**config.mk**
```make
export PLATFORM = sky130hd
export DESIGN_NAME = prog_sequencer
export DESIGN_NICKNAME = d
export VERILOG_FILES = /design/src/rtl/prog_seq_pkg.sv /design/src/rtl/prog_store.sv /design/src/rtl/prog_sequencer.sv
export SDC_FILE = /design/constraint.sdc
export NUM_CORES = 1
export LEC_CHECK = 0
export ABC_AREA = 1
export BUFFER_PORTS_ARGS = -buffer_cell sky130_fd_sc_hd__clkbuf_2
export CORE_AREA = 2 2 39 41
export CTS_CLUSTER_SIZE = 14
export DETAILED_ROUTE_END_ITERATION = 8
export DIE_AREA = 0 0 41 43
export HOLD_SLACK_MARGIN = 0.12
export PLACE_DENSITY = 0.81
export SYNTH_ARGS = -nofsm -noshare
export SYNTH_HDL_FRONTEND = slang
export SYNTH_HIERARCHICAL = 1
export SYNTH_SLANG_ARGS = --single-unit
```
**constraint.sdc**
```tcl
create_clock -name clock -period 2.7 [get_ports clock]
set_input_delay 0.27 -clock clock [delete_from_list [all_inputs] [get_ports clock]]
set_output_delay 0.27 -clock clock [all_outputs]
set_load 0.01 [all_outputs]
```
**src/rtl/prog_seq_pkg.sv**
```systemverilog
// prog_seq_pkg: shared definitions for the program sequencer.
//   OPC_W        opcode field width (top bits of every instruction word)
//   OPC_*        opcode encodings; JMP and HALT are executed by the sequencer,
//                all other codes are data instructions handed to the ALU
//   state_e      sequencer FSM encoding (ST_RUN is the reset state)
package prog_seq_pkg;

    localparam int OPC_W = 3;

    localparam logic [OPC_W-1:0] OPC_ADD  = 3'b000;
    localparam logic [OPC_W-1:0] OPC_SUB  = 3'b001;
    localparam logic [OPC_W-1:0] OPC_MUL  = 3'b010;
    localparam logic [OPC_W-1:0] OPC_JMP  = 3'b110;
    localparam logic [OPC_W-1:0] OPC_HALT = 3'b111;

    typedef enum logic {
        ST_RUN  = 1'b0,
        ST_HALT = 1'b1
    } state_e;

endpackage

```
**src/rtl/prog_store.sv**
```systemverilog
// prog_store: instruction store of 2**ADDR_W words holding the default program
// image (ADD 3, SUB 2, MUL 5, NOP, then zeros).
// Configuration macro: PROG_SEQ_WRITE_EN
//   defined   -> words are registers loaded with the default image and
//                rewritable through the write port
//   undefined -> constant image (ROM); write port inputs are ignored
// Ports:
//   clk_i      clock for the write port
//   wr_en_i    write strobe; rom[wr_addr_i] <= wr_data_i at the rising edge
//   wr_addr_i  write address
//   wr_data_i  write data
//   rd_addr_i  combinational read address
//   rd_data_o  word at rd_addr_i (a same-cycle write is seen one cycle later)
module prog_store
    import prog_seq_pkg::*;
#(
    parameter int ADDR_W = 4,
    parameter int DATA_W = 8
) (
    input  logic              clk_i,
    input  logic              wr_en_i,
    input  logic [ADDR_W-1:0] wr_addr_i,
    input  logic [DATA_W-1:0] wr_data_i,
    input  logic [ADDR_W-1:0] rd_addr_i,
    output logic [DATA_W-1:0] rd_data_o
);

    localparam int DEPTH  = 2 ** ADDR_W;
    localparam int OPND_W = DATA_W - OPC_W;

    function automatic logic [DATA_W-1:0] default_word(input int idx);
        logic [DATA_W-1:0] w;
        w = '0;
        case (idx)
            0:       w = {OPC_ADD, OPND_W'(3)};
            1:       w = {OPC_SUB, OPND_W'(2)};
            2:       w = {OPC_MUL, OPND_W'(5)};
            default: w = '0;  // address 3 is NOP, the rest are zero
        endcase
        return w;
    endfunction

`ifdef PROG_SEQ_WRITE_EN
    logic [DATA_W-1:0] words [DEPTH];

    for (genvar i = 0; i < DEPTH; i++) begin : g_word
        // Power-up value is the default image; reset never touches it.
        logic [DATA_W-1:0] word_q = default_word(i);

        always_ff @(posedge clk_i) begin
            if (wr_en_i && (wr_addr_i == ADDR_W'(i))) begin
                word_q <= wr_data_i;
            end
        end

        assign words[i] = word_q;
    end

    assign rd_data_o = words[rd_addr_i];
`else
    // Constant image; the write port is kept only so instantiations match.
    logic unused_wr;
    assign unused_wr = ^{clk_i, wr_en_i, wr_addr_i, wr_data_i};

    assign rd_data_o = default_word(int'(rd_addr_i));
`endif

endmodule

```
**src/rtl/prog_sequencer.sv**
```systemverilog
// prog_sequencer: steps a PC through the instruction store and presents data
// instructions to the ALU. JMP and HALT are executed locally and never shown
// to the ALU.
// Configuration macro: PROG_SEQ_WRITE_EN enables the store write port.
// Handshake: instr_out is offered while instr_valid is high; it is consumed
// in a cycle where instr_valid && instr_ready at the rising edge, and both
// pc and instr_out hold while instr_valid && !instr_ready.
// Ports:
//   clock, reset         single clock, synchronous active-high reset
//   ena                  advance enable; when low nothing advances
//   start                leave HALT (only together with ena)
//   instr_ready          ALU accepts instr_out
//   instr_valid          instr_out holds a data instruction
//   instr_out            rom[pc], combinational
//   pc_out               current PC
//   halted               FSM is in ST_HALT
//   wr_en/addr/data      program write port (honoured in any state and in reset)
module prog_sequencer
    import prog_seq_pkg::*;
#(
    parameter int ADDR_W   = 4,
    parameter int DATA_W   = 8,
    parameter int END_ADDR = 3
) (
    input  logic              clock,
    input  logic              reset,
    input  logic              ena,
    input  logic              start,
    input  logic              instr_ready,
    output logic              instr_valid,
    output logic [DATA_W-1:0] instr_out,
    output logic [ADDR_W-1:0] pc_out,
    output logic              halted,
    input  logic              wr_en,
    input  logic [ADDR_W-1:0] wr_addr,
    input  logic [DATA_W-1:0] wr_data
);

    state_e            state_q, state_d;
    logic [ADDR_W-1:0] pc_q, pc_d;
    logic [ADDR_W-1:0] next_pc;
    logic [OPC_W-1:0]  opcode;
    logic [DATA_W-OPC_W-1:0] operand;
    logic              valid_raw;

    prog_store #(
        .ADDR_W (ADDR_W),
        .DATA_W (DATA_W)
    ) u_store (
        .clk_i     (clock),
        .wr_en_i   (wr_en),
        .wr_addr_i (wr_addr),
        .wr_data_i (wr_data),
        .rd_addr_i (pc_q),
        .rd_data_o (instr_out)
    );

    assign opcode  = instr_out[DATA_W-1 -: OPC_W];
    assign operand = instr_out[DATA_W-OPC_W-1:0];

    // Wrap at END_ADDR; the all-ones check catches a JMP past END_ADDR.
    assign next_pc = ((pc_q == ADDR_W'(END_ADDR)) || (&pc_q)) ? '0
                                                              : pc_q + ADDR_W'(1);

    always_comb begin
        state_d   = state_q;
        pc_d      = pc_q;
        valid_raw = 1'b0;
        case (state_q)
            ST_RUN: begin
                if (ena) begin
                    case (opcode)
                        OPC_JMP: begin
                            // Operand is zero-extended or truncated to the PC.
                            pc_d = ADDR_W'(operand);
                        end
                        OPC_HALT: begin
                            state_d = ST_HALT;
                        end
                        default: begin
                            valid_raw = 1'b1;
                            if (instr_ready) begin
                                pc_d = next_pc;
                            end
                        end
                    endcase
                end
            end
            ST_HALT: begin
                if (ena && start) begin
                    pc_d    = next_pc;
                    state_d = ST_RUN;
                end
            end
            default: begin
                state_d = ST_RUN;
            end
        endcase
    end

    always_ff @(posedge clock) begin
        if (reset) begin
            state_q <= ST_RUN;
            pc_q    <= '0;
        end else begin
            state_q <= state_d;
            pc_q    <= pc_d;
        end
    end

    // Nothing is offered while reset is high, so no acceptance can be counted.
    assign instr_valid = valid_raw & ~reset;
    assign pc_out      = pc_q;
    assign halted      = (state_q == ST_HALT);

endmodule

```
# == Word level (Yosys, flattened, before mapping) ==
# Cells that the tools add are included.
# word_totals
regBits,5
output_inout_bits,14
# classes
n_addsub,1
n_eq_ne,9
muxes,14
n_bitwise,3
n_reduce_logical,6
# ops
cell,n
one-hot mux 7 bit (3 select lines),1
2-to-1 mux 4 bit,4
one-hot mux 4 bit (2 select lines),2
"== test 4 x 2 -> 1 bit, second input constant",2
AND reduction 4 bit,2
"== test 3 bit, second input constant",2
2-to-1 mux 1 bit,6
"adder 4 x 1 -> 4 bit, second input constant",1
"== test 4 x 1 -> 1 bit, second input constant",1
zero test 4 bit,1
"!= test 2 bit, second input constant",2
"!= test 3 x 2 -> 1 bit, second input constant",1
"!= test 2 x 1 -> 1 bit, second input constant",1
NOT 1 bit,2
one-hot mux 1 bit (2 select lines),1
OR reduction 2 bit,1
bitwise AND 1 bit,1
logical AND 1 bit,1
logical OR 1 bit,1

# == Logic depth before layout (Yosys ltp) ==
# Gate-level depths: netlist of run 1.
# depth
word_depth,8
ltp_mapped,11

# == Modules after synthesis ==
# Netlist of run 1, hierarchy kept.
# by_module_without_submodules
module,n_inst,cells_each,area_each_um2
prog_sequencer,1,68,395.4
prog_store,1,16,77.6

# == Worst setup path after synthesis of run 1 ==
# Ideal clock, no wire load.
# synth_path
path_kind,register to output
from,"reg pc_q[1], in the netlist pc_out[1]"
to,out instr_out[6]
t_arrival_ns,0.969
slack_ns,1.461
path_stages_with_launch,4
n_path_buf,1
path_cell_list,dfxtp_1 -> nand2_1 -> nor2_1 -> buf_4
# synth_between
elab_chain_cells,2
elab_cells_between_ends,4
cone_classes,2 x eq/ne; 1 x mux; 1 x reduce/logical
# synth_lines
item,line_no,text
start: declaration,prog_sequencer.sv:40,"logic [ADDR_W-1:0] pc_q, pc_d;"
start signal: assignment,prog_sequencer.sv:107,pc_q <= pc_d;
"== test 4 x 2 -> 1 bit, or another cell as far along",prog_store.sv:34,case (idx)
one-hot mux 7 bit (3 select lines) *,prog_store.sv:34,
end: declaration,prog_sequencer.sv:31,"output logic [DATA_W-1:0] instr_out,"
# Mark *: on every way between the ends. The rest lies on a longest branch, timed or not.

# == Worst setup path after layout of run 1 ==
# layout_path
from,"reg pc_q[1], in the netlist pc_out[1]"
to,out instr_out[2]
# Same word-level chain as after synthesis.

==> results of run 1 <==
-- flip-flops by register name (all words and copies together) (netlist names) --
register  flops
halted        1
pc_out        4
-- metrics by stage --
| stage | hold WS (ns) | std cells | setup slack [ns] | power [W] |
|---|---|---|---|---|
| 2_1_floorplan | 0.462 | 86 | 1.46 | 0.000160 |
| 3_3_place_gp | 0.545 | 113 | 1.40 | 0.000183 |
| 3_5_place_dp | 0.557 | 113 | 1.39 | 0.000184 |
| 4_1_cts | 0.348 | 117 | 1.13 | 0.000272 |
| 5_1_grt | 0.399 | 117 | 0.996 | 0.000292 |
| 6_report | 0.356 | 117 | 1.15 | 0.000270 |
-- synthesized netlist by cell type --
cell,count,share of area (%)
sky130_fd_sc_hd__nand2_2,3,4.0
sky130_fd_sc_hd__nor2_1,17,13
sky130_fd_sc_hd__nand4_1,6,7.9
sky130_fd_sc_hd__nand3_2,2,4.2
sky130_fd_sc_hd__nor3_2,1,2.1
sky130_fd_sc_hd__nor2_2,2,2.6
sky130_fd_sc_hd__ha_1,1,2.6
sky130_fd_sc_hd__a21oi_1,1,1.1
sky130_fd_sc_hd__nand2_1,24,19
sky130_fd_sc_hd__nand3_1,4,4.2
sky130_fd_sc_hd__buf_4,4,6.3
sky130_fd_sc_hd__dfxtp_1,5,21
sky130_fd_sc_hd__inv_1,13,10
sky130_fd_sc_hd__conb_1,1,0.79
-- logic make-up (layout without fill, tap and decap cells) --
family | after synthesis | count (layout)
compound gates | 1 | 1
flops | 5 | 5
simple gates | 59 | 59
other cells | 1 | 3
fa+ha+maj | 1 | 1
buf+inv | 17 | 32
-- power by group through the flow --
stage | Sequential, W | Combinational, W | Clock [W]
finish | 0.0000921 | 0.0000920 | 0.0000859
global route | 0.0000931 | 0.000105 | 0.0000938
CTS | 0.0000921 | 0.0000913 | 0.0000888
detailed placement | 0.0000936 | 0.0000907 | 0
global placement | 0.0000933 | 0.0000902 | 0
floorplan | 0.0000936 | 0.0000666 | 0
-- worst max-delay path by stage --
stage / slack (ns) / to / start / cells past startpoint
global route: 1.0 / instr_out[2] / pc_out[1] / 3
detailed placement: 1.39 / instr_out[2] / pc_out[1] / 3
CTS: 1.13 / instr_out[2] / pc_out[1] / 3
finish: 1.15 / instr_out[2] / pc_out[1] / 3
global placement: 1.40 / instr_out[5] / pc_out[0] / 3
floorplan: 1.46 / instr_out[6] / pc_out[1] / 3
-- area by class of cell --
type | count | area share, %
Multi-Input combinational cell | 64 | 52.7
Inverter | 13 | 8.53
Clock buffer | 4 | 4.60
Tap cell | 16 | 3.50
Timing Repair Buffer | 15 | 13.1
Sequential cell | 5 | 17.5
-- metal layers --
metal / GRT usage [%] / vias to the layer above / share of wire (%)
li1: - / 288 / -
met5: 0 / - / 0
met2: 18.8 / 18 / 43
met3: 7.85 / 0 / 6.4
met4: 4.00 / 0 / 0
met1: 15.8 / 222 / 51
-- worst register-to-register path: stages (launching register included) --
cell and delay, ns:
sky130_fd_sc_hd__dfxtp_1 0.49, sky130_fd_sc_hd__ha_1 0.25, sky130_fd_sc_hd__nand2_1 0.06, sky130_fd_sc_hd__inv_1 0.06
sky130_fd_sc_hd__nor2_1 0.03, sky130_fd_sc_hd__nand3_1 0.08, sky130_fd_sc_hd__nand2_1 0.05, sky130_fd_sc_hd__nor2_1 0.09
sky130_fd_sc_hd__nor2_1 0.05
==> results.yml, run 1 <==
run_status:
  status: "finished, final reports clean"
layout:
  final-seq-area_um2: 100
  most_common_cell_after_layout_fill_and_taps_aside: "sky130_fd_sc_hd__nand2_1"
  layout.cell_area.non_filler_um2: 572
  fillCellCount: 165
  multiInputGateArea_um2: 302
  post_route_cells_drive_above_1_share_pct: 25.7
  mostFrequentLayoutCells: "24 x sky130_fd_sc_hd__nand2_1, 17 x sky130_fd_sc_hd__nor2_1, 15 x sky130_fd_sc_hd__clkbuf_2, 13 x sky130_fd_sc_hd__inv_1, 6 x sky130_fd_sc_hd__nand4_1"
  finalCoreUtilization_pct: 41.3
  syn_to_final_growth_pct: 20.9
  fin_nets: 121
  number_of_antenna_repair_diodes: 0
synth:
  synth-warning-count: 6
  synth_mux_area_share_pct: 0
  syn-cell-area_um2: 473
  synth_top_family_by_area: "simple AND/OR/NAND/NOR gates"
  compound_gate_fraction_of_synth_area_pct: 1.06
  synthXorXnorAreaFrac_pct: 0
  synth_seq_area_share_pct: 21.2
  synth.distinct_cells: 14
  syn_avg_cell_area_um2: 5.63
  synth_simple_gate_area_share_pct: 57.7
  yosys.area_share.adder_pct: 2.65
  post_synth_inst_count: 84
  synth-seq-cells: 5
clock_network:
  post_cts.repair.setup_buffers: 0
  clkLatencyLatePin_ns: 0.24
  clk_pin_slew_ns: 0.05
  number_of_buffers_added_by_the_clock_tree_synthesis_step: 3
  cts_max_level: 1
  cts_resized: 0
  postCtsHoldBufs: 0
  clockBufferDepth: 2
  numClockSinks: 5
  tritoncts: "built"
  clock-root-buffer: "sky130_fd_sc_hd__clkbuf_4"
drt:
  detail_route.first_pass.iterations: 4
  routed_via_count: 528
  wl_per_cell_um: 8.65
  route.detailed.drc: 0
  via_density_per_instance: 4.51
  detail_route.iter0.violations: 14
  ant_nets: 0
  postRouteWirelength_um: 1010
setup_path:
  timing.critical_path.required_ns: 2.43
  timing.critical_path.slowest_cell_delay_ns: 0.48
  r2r_cells: 8
  critical_path_sink_type: "output port"
  cp_max_fo: 8
  cpLargestDelayFamily: "flip-flops"
  worst-setup-path-type: "flop to output port"
  critical_path.startpoint_type: "flop"
  worst_r2r_endpoint: "pc_out[2]"
  worstPathCellList: "nand2_1 -> nor2_1 -> clkbuf_2"
  critical_path.reg2reg.startpoint: "pc_out[0]"
  critPathSlowestCell: "sky130_fd_sc_hd__dfxtp_1"
  worstPathArrival_ns: 1.28
  timing.reg2reg.setup_slack_ns: 1.45
  worst-path-buf-inv: 1
sta:
  max_clock_freq_ghz: 0.644
  final.setup_skew_ns: 0.00500
  timing.final.setup_violations: 0
  number_of_slew_limit_violations_in_the_final_report: 0
  fin_crit_sh_pct: 57.5
  post-route-min-period_ns: 1.55
  rsz0062_at_grt: "no"
  hold_violations: 0
  timing.setup.tns_ns: 0
power_and_ir_drop:
  power_density_over_the_cells_nw_per_um2: 472
  peakVddDrop_mv: 0.302
  power.switching_w: 0.0000986
  power.leakage_nw: 0.326
  power_report.internal_total_w: 0.000171
  switching_part_of_the_total_power_pct: 36.5
  p_comb_share_pct: 34.1
  clock_power_share_pct: 31.8
  sequentialPowerShare_pct: 34.1
placement:
  portBuffers: 15
  hpwl_um: 809
  globalplace.congestion: 0.797
  detailed_place.area_um2: 546
floorplanning:
  die_width_um: 41
  floorplan.initialDensity_pct: 34.2
  placement_rows: 14
  placeableCoreArea_um2: 1380
  dieArea_um2: 1760
  design.portCount: 32
  die_h_um: 43
grt:
  antenna_found_initial: 0
  global_route_wire_length_before_repair_um: 1510
  via_count_of_the_first_global_routing_pass: 398
  grt_overflow_total: 0
  grt.total_usage_pct: 13.1
  pin_count_of_the_biggest_net_entering_global_routing: 10
flow_run:
  timing.max_cap.violations: 0
worst_hold_path:
  hold_class: "input port to flop"
  hold-path-cell-count: 4
  hold_start: "reset"
  hold-path-endpoint: "pc_out[0]"
Power figures use the tool's default switching activity.
==> run 2, diff against run 1 <==
==> constraint.sdc (replaced) <==
create_clock -name clock -period 1.5 [get_ports clock]
set_input_delay 0.15 -clock clock [delete_from_list [all_inputs] [get_ports clock]]
set_output_delay 0.15 -clock clock [all_outputs]
set_load 0.01 [all_outputs]
==> run 2 against run 1 <==
Compared with the run above: utilization is 0.72 points higher; combinational power is 85% higher; routed wire length is 0.20% lower; register-to-register slack worse by 1.2 ns; non-clock buffer count is 1 higher; via count is 3.0% higher; sequential cell count stayed put; clock skew is 0.0043 ns lower; final cell count is 0.85% higher; critical path depth stayed put; sequential share of layout area is 0.30 points lower; critical endpoint is now instr_out[5]; largest cell class unchanged; largest power group is now combinational logic.
==> results.yml, run 2 (synthesis gave the netlist of run 1 again) <==
run_status:
  status: "finished, final reports clean"
drt:
  postRouteWirelength_um: 1010
  route.detailed.drc: 0
  wl_per_cell_um: 8.56
  ant_nets: 0
  detail_route.first_pass.iterations: 4
  detail_route.iter0.violations: 11
  via_density_per_instance: 4.61
  routed_via_count: 544
flow_run:
  timing.max_cap.violations: 0
worst_hold_path:
  hold_start: "reset"
  hold_class: "input port to flop"
sta:
  final.setup_skew_ns: 0.000709
  fin_ws_ns: 0.104
  fin_crit_sh_pct: 93.0
  max_clock_freq_ghz: 0.716
  post-route-min-period_ns: 1.40
  number_of_slew_limit_violations_in_the_final_report: 0
  timing.final.setup_violations: 0
  hold_violations: 0
  worst_hold_slack_ns: 0.233
clock_network:
  clkLatencyLatePin_ns: 0.24
  number_of_buffers_added_by_the_clock_tree_synthesis_step: 3
  clk_pin_slew_ns: 0.04
  tritoncts: "built"
  numClockSinks: 5
  cts_max_level: 1
  clock-root-buffer: "sky130_fd_sc_hd__clkbuf_4"
  postCtsHoldBufs: 0
  clockBufferDepth: 2
layout:
  most_common_cell_after_layout_fill_and_taps_aside: "sky130_fd_sc_hd__nand2_1"
  number_of_antenna_repair_diodes: 0
  syn_to_final_growth_pct: 23.0
  layout.cell_area.non_filler_um2: 582
  post_route_cells_drive_above_1_share_pct: 27.5
  max_ffs_per_register: 4
  finalCoreUtilization_pct: 42.0
  mostFrequentLayoutCells: "24 x sky130_fd_sc_hd__nand2_1, 16 x sky130_fd_sc_hd__nor2_1, 15 x sky130_fd_sc_hd__clkbuf_2, 13 x sky130_fd_sc_hd__inv_1, 6 x sky130_fd_sc_hd__nand4_1"
  fin_nets: 122
grt:
  grt_overflow_total: 0
  global_route_wire_length_before_repair_um: 1570
  grt.total_usage_pct: 13.5
  antenna_found_initial: 0
  via_count_of_the_first_global_routing_pass: 413
  pin_count_of_the_biggest_net_entering_global_routing: 10
placement:
  globalplace.congestion: 0.789
  hpwl_um: 800
  detailed_place.area_um2: 553
  portBuffers: 15
  pre_cts_slack_ns: 0.244
setup_path:
  critical_path_sink_type: "output port"
  cp_max_fo: 9
  worst-setup-path-type: "flop to output port"
  critical_path.reg2reg.startpoint: "pc_out[0]"
  worstPathArrival_ns: 1.25
  startpoint: "pc_out[0]"
  timing.critical_path.required_ns: 1.35
  critical_path.startpoint_type: "flop"
floorplanning:
  design.portCount: 32
  dieArea_um2: 1760
  die_h_um: 43
  placement_rows: 14
  floorplan.initialDensity_pct: 34.2
  placeableCoreArea_um2: 1380
  die_width_um: 41
power_and_ir_drop:
  power_density_over_the_cells_nw_per_um2: 844
  report.power.total_w: 0.000491
  peakVddDrop_mv: 0.413
  power.leakage_nw: 0.331
[run 2: cell types whose count changed in the layout (fill, tap and decap cells not counted), sizes merged]
cell | before | now
buf | 0 | 1
[run 2: routing by layer]
| layer | routed length (µm) | up-vias | GRT usage [%] |
|---|---|---|---|
| met3 | 73 | 0 | 7.85 |
| li1 | - | 292 | - |
| met5 | 0 | - | 0 |
| met2 | 438 | 23 | 19.1 |
| met4 | 0 | 0 | 4.00 |
| met1 | 497 | 229 | 16.7 |
[run 2: where the power goes]
part	leakage (nW)	switching [W]	internal, W
Clock	0.0150	0.0000534	0.000100
Combinational	0.275	0.000104	0.0000669
Sequential	0.0411	0.0000221	0.000145
Total	0.331	0.000179	0.000312
[run 2: worst paths after layout]
path	end	slack, ns	cells after the start
min reg2reg	halted	0.55	2
max	instr_out[5]	0.10	3
min	pc_out[1]	0.23	4
max reg2reg	pc_out[2]	0.24	8
[run 2: critical path, stage by stage (launching register included)]
cell	delay, ns
sky130_fd_sc_hd__dfxtp_1	0.50
sky130_fd_sc_hd__nand2_1	0.12
sky130_fd_sc_hd__nor2_2	0.22
sky130_fd_sc_hd__clkbuf_2	0.17
[run 2: repair_timing]
| action | CTS | global route |
|---|---|---|
| endpoints found under the hold margin | 0 | 0 |
| gates resized for setup | 0 | 1 |
| setup buffers | 0 | 0 |
| setup endpoints to repair | 0 | 1 |
[run 2: cell type report]
cell class | instances | area (µm²)
clock buffer | 4 | 26.3
sequential | 5 | 100
fill | 158 | 802
multi-input combinational | 64 | 304
tap | 16 | 20.0
timing repair buffer | 16 | 82.6
inverter | 13 | 48.8
[run 2: through the flow]
| stage | TNS (ns) | std cells |
|---|---|---|
| floorplan | 0 | 86 |
| global placement | 0 | 114 |
| detailed placement | 0 | 114 |
| CTS | 0 | 118 |
| global route | -0.00478 | 118 |
| finish | 0 | 118 |
==> run 3, diff against run 2 <==
--- a/config.mk
+++ b/config.mk
@@ -7,11 +7,12 @@
 export LEC_CHECK = 0
 export ABC_AREA = 1
 export BUFFER_PORTS_ARGS = -buffer_cell sky130_fd_sc_hd__clkbuf_2
-export CORE_AREA = 2 2 39 41
+export CORE_AREA = 10 10 47 49
 export CTS_CLUSTER_SIZE = 14
 export DETAILED_ROUTE_END_ITERATION = 8
-export DIE_AREA = 0 0 41 43
+export DIE_AREA = 0 0 57 59
 export HOLD_SLACK_MARGIN = 0.12
+export MAX_ROUTING_LAYER = met4
 export PLACE_DENSITY = 0.81
 export SYNTH_ARGS = -nofsm -noshare
 export SYNTH_HDL_FRONTEND = slang
==> run 3 against run 2 <==
Compared with the run above: clock skew rose by 0.0026 ns; non-clock buffer count unchanged; combinational power grew 5%; total power grew 0.95%; critical path type unchanged; largest cell class unchanged; largest power group unchanged.
==> results.yml, run 3 (synthesis gave the netlist of run 1 again) <==
run_status:
  status: "finished, final reports clean"
setup_path:
  critical_path_sink_type: "output port"
  worstPathArrival_ns: 1.22
  critical_path.startpoint_type: "flop"
  worst-setup-path-type: "flop to output port"
  timing.critical_path.required_ns: 1.35
  cp_max_fo: 8
grt:
  pin_count_of_the_biggest_net_entering_global_routing: 9
  grt_overflow_total: 0
  grt.total_usage_pct: 8.02
  antenna_found_initial: 0
  via_count_of_the_first_global_routing_pass: 537
  global_route_wire_length_before_repair_um: 2200
clock_network:
  clock-root-buffer: "sky130_fd_sc_hd__clkbuf_4"
  clkLatencyLatePin_ns: 0.24
  tritoncts: "built"
  number_of_buffers_added_by_the_clock_tree_synthesis_step: 3
  clockBufferDepth: 2
  clk_pin_slew_ns: 0.04
  cts_max_level: 1
  numClockSinks: 5
layout:
  fillCellCount: 174
  final-seq-area_um2: 100
  syn_to_final_growth_pct: 23.5
  most_common_cell_after_layout_fill_and_taps_aside: "sky130_fd_sc_hd__nand2_1"
  number_of_antenna_repair_diodes: 0
  fin_nets: 122
  post_route_cells_drive_above_1_share_pct: 28.4
  layout.cell_area.non_filler_um2: 584
  max_ffs_per_register: 4
  multiInputGateArea_um2: 307
  mostFrequentLayoutCells: "24 x sky130_fd_sc_hd__nand2_1, 15 x sky130_fd_sc_hd__nor2_1, 15 x sky130_fd_sc_hd__clkbuf_2, 13 x sky130_fd_sc_hd__inv_1, 6 x sky130_fd_sc_hd__nand4_1"
drt:
  via_density_per_instance: 4.47
  detail_route.first_pass.iterations: 3
  postRouteWirelength_um: 1220
  routed_via_count: 527
  ant_nets: 0
  route.detailed.drc: 0
  wl_per_cell_um: 10.3
  detail_route.iter0.violations: 2
floorplanning:
  placeableCoreArea_um2: 1400
  die_h_um: 59
  design.portCount: 32
  floorplan.initialDensity_pct: 33.8
  die_width_um: 57
  placement_rows: 14
  dieArea_um2: 3360
placement:
  hpwl_um: 1030
  detailed_place.area_um2: 553
  globalplace.congestion: 0.864
  portBuffers: 15
  pre_cts_slack_ns: 0.240
sta:
  hold_violations: 0
  timing.final.setup_violations: 0
  fin_crit_sh_pct: 91.1
  worst_hold_slack_ns: 0.240
  final.setup_skew_ns: 0.00329
  timing.setup.tns_ns: 0
  fin_ws_ns: 0.134
  rsz0062_at_grt: "no"
  post-route-min-period_ns: 1.37
  number_of_slew_limit_violations_in_the_final_report: 0
  max_clock_freq_ghz: 0.732
power_and_ir_drop:
  power_density_over_the_cells_nw_per_um2: 848
  power.leakage_nw: 0.331
  peakVddDrop_mv: 0.508
flow_run:
  timing.max_cap.violations: 0
worst_hold_path:
  hold_class: "input port to flop"
[run 3: cell counts in the layout (fill, tap and decap cells not counted)]
Identical to the previous run, type by type.
[run 3: routing by layer]
metal  up-vias  track usage [%]  wire length (µm)
met1       223             9.31               608
met3         0             3.22                39
met4         0             2.01                 0
met2        14             12.6               567
li1        290                -                 -
met5         -                -                 0
[run 3: final cells by class]
class,count,share of cell area (%)
well taps,16,3.43
inverters,13,8.35
clock buffers,4,4.50
multi-input cells,64,52.5
repair buffers,16,14.1
flip-flops and latches,5,17.1
[run 3: path summary, 6_finish.rpt]
kind	to	slack, ns	depth (start not counted)	startpoint
setup reg to reg	pc_out[2]	0.24	8	pc_out[1]
hold reg to reg	halted	0.56	2	halted
setup / recovery	instr_out[6]	0.13	3	pc_out[1]
hold / removal	pc_out[3]	0.24	4	reset
[run 3: repair_timing]
| action | in CTS | in global routing |
|---|---|---|
| resized for setup | 0 | 2 |
| setup buffers | 0 | 0 |
| hold buffers | 0 | 0 |
| setup endpoints to repair | 0 | 3 |
[run 3: through the flow]
stage | util (%) | std cells | power [W]
after global placement | 39.5 | 114 | 0.000337
after global routing | 41.7 | 118 | 0.000546
after detailed placement | 39.5 | 114 | 0.000342
after CTS | 41.3 | 118 | 0.000502
after floorplan | - | 86 | 0.000288
final | 41.7 | 118 | 0.000496
[run 3: where the power goes]
group,switching (W),internal (W)
sequential,0.0000192,0.000145
clock,0.0000529,0.000100
combinational,0.000110,0.0000680
[run 3: worst max-delay path, cell delays in order, from the launching register on]
cell and delay, ns:
sky130_fd_sc_hd__dfxtp_1 0.49, sky130_fd_sc_hd__nand2_1 0.11, sky130_fd_sc_hd__nor2_2 0.21, sky130_fd_sc_hd__clkbuf_2 0.17
